File: config.mk
export PLATFORM = sky130hd
export DESIGN_NAME = alu_ctrl
export DESIGN_NICKNAME = d
export VERILOG_FILES = /design/src/rtl/alu_pkg.sv /design/src/rtl/btn_debounce.sv /design/src/rtl/alu_ctrl.sv
export SDC_FILE = /design/constraint.sdc
export NUM_CORES = 1
export LEC_CHECK = 0
export BUFFER_PORTS_ARGS = -buffer_cell sky130_fd_sc_hd__clkbuf_2
export CELL_PAD_IN_SITES_DETAIL_PLACEMENT = 2
export CELL_PAD_IN_SITES_GLOBAL_PLACEMENT = 2
export CORE_ASPECT_RATIO = 0.5
export CORE_MARGIN = 1.5
export CORE_UTILIZATION = 36
export DETAILED_ROUTE_END_ITERATION = 8
export GPL_TIMING_DRIVEN = 0
export PLACE_DENSITY = 0.81
export SETUP_SLACK_MARGIN = 0.1
export SKIP_LAST_GASP = 1
export SLEW_MARGIN = 40
export SYNTH_ARGS = -nofsm -noshare
export SYNTH_HDL_FRONTEND = slang
export SYNTH_SLANG_ARGS = --single-unit
File: constraint.sdc
create_clock -name clk -period 2 [get_ports clk]
set_input_delay 0.1 -clock clk [delete_from_list [all_inputs] [get_ports clk]]
set_output_delay 0.1 -clock clk [all_outputs]
set_load 0.005 [all_outputs]
File: src/rtl/alu_pkg.sv
// Shared definitions for the ALU controller and the ALU: opcode encodings,
// controller FSM state encodings and the supported-opcode check.
package alu_pkg;

   localparam int OP_W = 6;

   localparam logic [OP_W-1:0] OP_ADD = 6'b100000;
   localparam logic [OP_W-1:0] OP_SUB = 6'b100010;
   localparam logic [OP_W-1:0] OP_AND = 6'b100100;
   localparam logic [OP_W-1:0] OP_OR  = 6'b100101;
   localparam logic [OP_W-1:0] OP_XOR = 6'b100110;
   localparam logic [OP_W-1:0] OP_NOR = 6'b100111;
   localparam logic [OP_W-1:0] OP_SRA = 6'b000011;
   localparam logic [OP_W-1:0] OP_SRL = 6'b000010;

   typedef enum logic [2:0] {
      S_WAIT_A  = 3'd0,
      S_WAIT_B  = 3'd1,
      S_WAIT_OP = 3'd2,
      S_EXEC    = 3'd3,
      S_SHOW    = 3'd4
   } state_t;

   function automatic logic op_supported(input logic [OP_W-1:0] op);
      logic ok;
      case (op)
         OP_ADD, OP_SUB, OP_AND, OP_OR,
         OP_XOR, OP_NOR, OP_SRA, OP_SRL: ok = 1'b1;
         default:                        ok = 1'b0;
      endcase
      return ok;
   endfunction

endpackage

File: src/rtl/btn_debounce.sv
// Push-button conditioner: 2-flop synchronizer, level debouncer with a
// saturating stability counter, and a rising-edge one-cycle press pulse.
module btn_debounce #(
   parameter int DEBOUNCE_CYCLES = 1000000
) (
   input  logic clk,
   input  logic reset,
   input  logic btn,
   output logic press
);

   localparam int CNT_W = (DEBOUNCE_CYCLES < 1) ? 1 : $clog2(DEBOUNCE_CYCLES + 1);
   localparam logic [CNT_W-1:0] CNT_LAST = CNT_W'(DEBOUNCE_CYCLES - 1);

   logic [1:0]       sync_reg;
   logic             level_reg;
   logic             level_next;
   logic             level_d_reg;
   logic [CNT_W-1:0] cnt_reg;
   logic [CNT_W-1:0] cnt_next;
   logic             synced;

   assign synced = sync_reg[1];

   // The counter tracks how many consecutive samples disagreed with the
   // accepted level; any agreeing sample restarts the count.
   always_comb begin
      level_next = level_reg;
      cnt_next   = cnt_reg;
      if (synced == level_reg) begin
         cnt_next = '0;
      end else if (cnt_reg >= CNT_LAST) begin
         level_next = synced;
         cnt_next   = '0;
      end else begin
         cnt_next = cnt_reg + 1'b1;
      end
   end

   always_ff @(posedge clk) begin
      if (reset) begin
         sync_reg    <= '0;
         level_reg   <= 1'b0;
         level_d_reg <= 1'b0;
         cnt_reg     <= '0;
      end else begin
         sync_reg    <= {sync_reg[0], btn};
         level_reg   <= level_next;
         level_d_reg <= level_reg;
         cnt_reg     <= cnt_next;
      end
   end

   assign press = level_reg & ~level_d_reg;

endmodule

File: src/rtl/alu_ctrl.sv
// Operand/opcode loader for an external combinational ALU: three debounced
// buttons step through A, B and opcode entry, then the result is latched.
module alu_ctrl
   import alu_pkg::*;
#(
   parameter int NB_DATA         = 4,
   parameter int NB_OP           = 6,
   parameter int NB_SW           = 8,
   parameter int DEBOUNCE_CYCLES = 1000000
) (
   input  logic               clk,
   input  logic               i_reset,
   input  logic [NB_SW-1:0]   i_sw,
   input  logic               i_btn_a,
   input  logic               i_btn_b,
   input  logic               i_btn_op,
   input  logic [NB_DATA-1:0] i_alu_result,
   output logic [NB_DATA-1:0] o_datoA,
   output logic [NB_DATA-1:0] o_datoB,
   output logic [NB_OP-1:0]   o_operation,
   output logic [NB_DATA-1:0] o_leds,
   output logic               o_valid,
   output logic               o_error,
   output logic [2:0]         o_state
);

   localparam int N_BTN = 3;

   logic [N_BTN-1:0] btn_raw;
   logic [N_BTN-1:0] btn_press;
   logic             press_a;
   logic             press_b;
   logic             press_op;

   assign btn_raw  = {i_btn_op, i_btn_b, i_btn_a};
   assign press_a  = btn_press[0];
   assign press_b  = btn_press[1];
   assign press_op = btn_press[2];

   generate
      for (genvar gi = 0; gi < N_BTN; gi++) begin : g_btn
         btn_debounce #(
            .DEBOUNCE_CYCLES(DEBOUNCE_CYCLES)
         ) u_btn (
            .clk  (clk),
            .reset(i_reset),
            .btn  (btn_raw[gi]),
            .press(btn_press[gi])
         );
      end
   endgenerate

   logic [NB_DATA-1:0] sw_data;
   logic [NB_OP-1:0]   sw_op;
   logic               op_ok;
   logic               sw_unused;

   assign sw_data   = i_sw[NB_DATA-1:0];
   assign sw_op     = i_sw[NB_OP-1:0];
   assign sw_unused = ^i_sw;

   // A wider opcode bus must carry zeros above the encoded field to match.
   assign op_ok = op_supported(OP_W'(sw_op)) && (NB_OP'(OP_W'(sw_op)) == sw_op);

   state_t             state_reg, state_next;
   logic [NB_DATA-1:0] data_a_reg, data_a_next;
   logic [NB_DATA-1:0] data_b_reg, data_b_next;
   logic [NB_OP-1:0]   op_reg, op_next;
   logic [NB_DATA-1:0] leds_reg, leds_next;
   logic               valid_reg, valid_next;
   logic               error_reg, error_next;

   always_comb begin
      state_next  = state_reg;
      data_a_next = data_a_reg;
      data_b_next = data_b_reg;
      op_next     = op_reg;
      leds_next   = leds_reg;
      valid_next  = valid_reg;
      error_next  = error_reg;
      case (state_reg)
         S_WAIT_A, S_SHOW: begin
            if (press_a) begin
               data_a_next = sw_data;
               valid_next  = 1'b0;
               error_next  = 1'b0;
               state_next  = S_WAIT_B;
            end
         end
         S_WAIT_B: begin
            if (press_b) begin
               data_b_next = sw_data;
               state_next  = S_WAIT_OP;
            end
         end
         S_WAIT_OP: begin
            if (press_op) begin
               if (op_ok) begin
                  op_next    = sw_op;
                  error_next = 1'b0;
                  state_next = S_EXEC;
               end else begin
                  error_next = 1'b1;
               end
            end
         end
         S_EXEC: begin
            // The ALU has had a full cycle to settle on the new opcode.
            leds_next  = i_alu_result;
            valid_next = 1'b1;
            state_next = S_SHOW;
         end
         default: begin
            state_next = S_WAIT_A;
         end
      endcase
   end

   always_ff @(posedge clk) begin
      if (i_reset) begin
         state_reg  <= S_WAIT_A;
         data_a_reg <= '0;
         data_b_reg <= '0;
         op_reg     <= '0;
         leds_reg   <= '0;
         valid_reg  <= 1'b0;
         error_reg  <= 1'b0;
      end else begin
         state_reg  <= state_next;
         data_a_reg <= data_a_next;
         data_b_reg <= data_b_next;
         op_reg     <= op_next;
         leds_reg   <= leds_next;
         valid_reg  <= valid_next;
         error_reg  <= error_next;
      end
   end

   assign o_datoA     = data_a_reg;
   assign o_datoB     = data_b_reg;
   assign o_operation = op_reg;
   assign o_leds      = leds_reg;
   assign o_valid     = valid_reg;
   assign o_error     = error_reg;
   assign o_state     = state_reg;

endmodule
==> impl_metrics.toml <==
[outcome]
status = "complete, no violations"

[clock_tree]
clk_latency_ns = 0.35
clock_path_buffers = 2
path_clk_slew_ns = 0.07
htree_levels = 3
cts_tree = "built"
cts_sinks = 95
clockRootBuffer = "clkbuf_16"
cts_buffers = 9

[worst_setup_path]
crit_type = "reg2reg"
r2r_end = "g_btn[2].u_btn.level_reg"
crit_required_ns = 2.27
start_kind = "flop"
cp.arrival_ns = 2.16
crit_path_start = "g_btn[2].u_btn.cnt_reg[0]"
cp-endpoint = "g_btn[2].u_btn.level_reg"
r2r_cells = 6
cp-end-kind = "flop"
ff2ff_setup_slack_ns = 0.11
cp_max_fo = 6
rr_startpoint = "g_btn[2].u_btn.cnt_reg[0]"

[logic_synthesis]
syn_inst = 423
yosys_warnings = 0
yosys.area.top_type = "dfxtp_1"
syn_nets = 443
synth.most_common_cell = "dfxtp_1"
syn_avg_cell_area_um2 = 9.31
synthTopCellsByCount = "95 x dfxtp_1, 91 x nor2_1, 30 x nand3_1, 27 x xor2_1, 26 x xnor2_1"
yosysSeqAreaShare = 0.483
synth_area_um2 = 3940
synth_top_flop_cell = "dfxtp_1"
async_flop_share = 0
netlist.area_leader.share = 0.483
ys_ff_latch = 95
synth_cell_types = 45
synth_area_leaders = "dfxtp_1 48%, nor2_1 8.7%, xor2_1 6.0%"
synth_edf_count = 0

[pwr]
ir_drop_uv = 403
p_leak_nw = 1.73
power_density_nw_per_um2 = 784

[final_layout]
instances_no_fill = 625
largest_register_ffs = 60
syn_to_final_growth_pct = 21.1
multi_input_area_um2 = 2010
regArea_um2 = 1910
drive_above_1_share = 0.192
nets = 500
fillers = 1107
antenna_cells = 0
final_util = 0.458

[route]
postRouteAntennaNets = 0
drc = 0
via_count = 3191
initialDrtViolationCount = 81
viasPerCell = 5.11
first_pass_iters = 4
wl_um = 11000
wire_per_inst_um = 17.6

[floorplan]
die_w_um = 151
die_area_um2 = 11600
ios = 40
core_area_um2 = 10400
start_util = 0.378
rows = 26
dieHeight_um = 77.0

[sta]
worstMarginPinSlew_ns = 0.577
finalCriticalPeriod_ns = 1.89
finalMaxSlewViolations = 0
max_slew_margin = 0.613
setup_viol = 0
hold_viol_final = 0
fin_crit_sh = 0.947
fmax_mhz = 528
skew_ns = 0.00722
rsz0062_at_grt = "yes"

[global_routing]
grt_pass1_vias = 3510
grt-ovfl-total = 0
grt_max_degree = 17
grtUsageTotal = 0.202
antenna_found_initial = 0
grt_pass1_wl_um = 18100

[min_path]
hp-class = "in2reg"
holdPathStages = 3

[placement]
post-dp-hpwl_um = 6790
port_buffers = 36
place_inst = 599
gp_congestion = 0.743

[flow_run]
cap_violations = 0
[metal layers]
layer  GRT usage  routed length, µm
met5           0                  0
met4      0.0670                246
met3      0.0524                299
met2       0.363               5580
met1       0.233               4890
[area by class of cell]
cell class | count | share of cell area
Clock inverter | 7 | 0.0152
Inverter | 6 | 0.00472
Buffer | 11 | 0.0176
Timing Repair Buffer | 46 | 0.0572
Multi-Input combinational cell | 311 | 0.421
Tap cell | 140 | 0.0367
Sequential cell | 95 | 0.400
Clock buffer | 9 | 0.0472
[report_power, final]
part | switching, mW | internal [mW] | leakage [nW]
Combinational | 0.0431 | 0.0355 | 0.818
Sequential | 0.00606 | 1.90 | 0.769
Clock | 0.785 | 0.972 | 0.142
[worst max-delay path, stage by stage (launching register included)]
cell and delay [ns]:
dfxtp_2 0.42, ha_4 0.20, inv_1 0.07, o211ai_1 0.32, a31oi_2 0.23, or2_2 0.34, o21ai_0 0.22
[worst min path at each step]
stage / slack, ns / start / to
6_report: 0.03 / i_sw[5] / o_operation[5]
3_5_place_dp: 0.32 / i_btn_b / g_btn[1].u_btn.sync_reg[0]
2_1_floorplan: 0.23 / i_btn_a / g_btn[0].u_btn.sync_reg[0]
3_3_place_gp: 0.31 / i_btn_op / g_btn[2].u_btn.sync_reg[0]
4_1_cts: 0.03 / i_sw[5] / o_operation[5]
5_1_grt: 0.03 / i_sw[5] / o_operation[5]
[cells in the final DEF, fill, tap and decap left out, types with 2 or more instances in the layout]
cell,count
or2_2,4
o21ai_0,7
a31oi_1,3
dfxtp_1,90
dfxtp_2,5
and4_1,2
nor4_1,3
a21oi_1,4
buf_6,5
xor2_1,27
xnor2_1,26
clkbuf_2,36
nand3b_1,2
and3_1,9
clkbuf_1,4
o21ai_4,2
nor3_1,10
nand2b_1,6
clkinvlp_4,2
nor2b_1,10
inv_1,6
dlygate4sd3_1,7
nor4_4,2
buf_4,4
clkinv_2,2
nor4_2,3
nand2_1,19
o211ai_1,3
nand4b_1,2
a31oi_2,3
nor3_2,3
clkbuf_16,9
nor2_1,91
a211oi_1,2
mux2i_1,16
nand4_1,6
and3b_2,2
nand3_1,30
[kinds of logic after synthesis]
family / Yosys count / synth area share
buf+inv: 17 / 0.0238
fa+ha+maj: 3 / 0.00953
simple gates: 210 / 0.275
mux: 17 / 0.0435
flops: 95 / 0.483
compound gates: 28 / 0.0476
xor+xnor: 53 / 0.118
[stage by stage]
stage                     area [µm²]  setup TNS, ns  hold slack, ns  setup slack, ns  power [mW]
after global placement          4300              0           0.307           0.0176        2.01
after global routing            4770              0          0.0326          0.00362        3.86
after CTS                       4700              0          0.0291            0.105        3.76
after floorplan                 3940              0           0.228            0.392        1.98
final                           4770              0          0.0309            0.106        3.74
after detailed placement        4300         -0.231           0.316          -0.0293        2.01
[repair_timing]
| action | 4_1_cts | 5_1_grt |
|---|---|---|
| endpoints found under the hold margin | 7 | 0 |
| setup buffers | 2 | 1 |
| setup endpoints to repair | 30 | 53 |
| pin swaps | 1 | 2 |
| hold buffers | 7 | 0 |
| gates cloned | 0 | 0 |
| resized for setup | 3 | 18 |
Note: power is estimated with default switching activity, not from simulation.
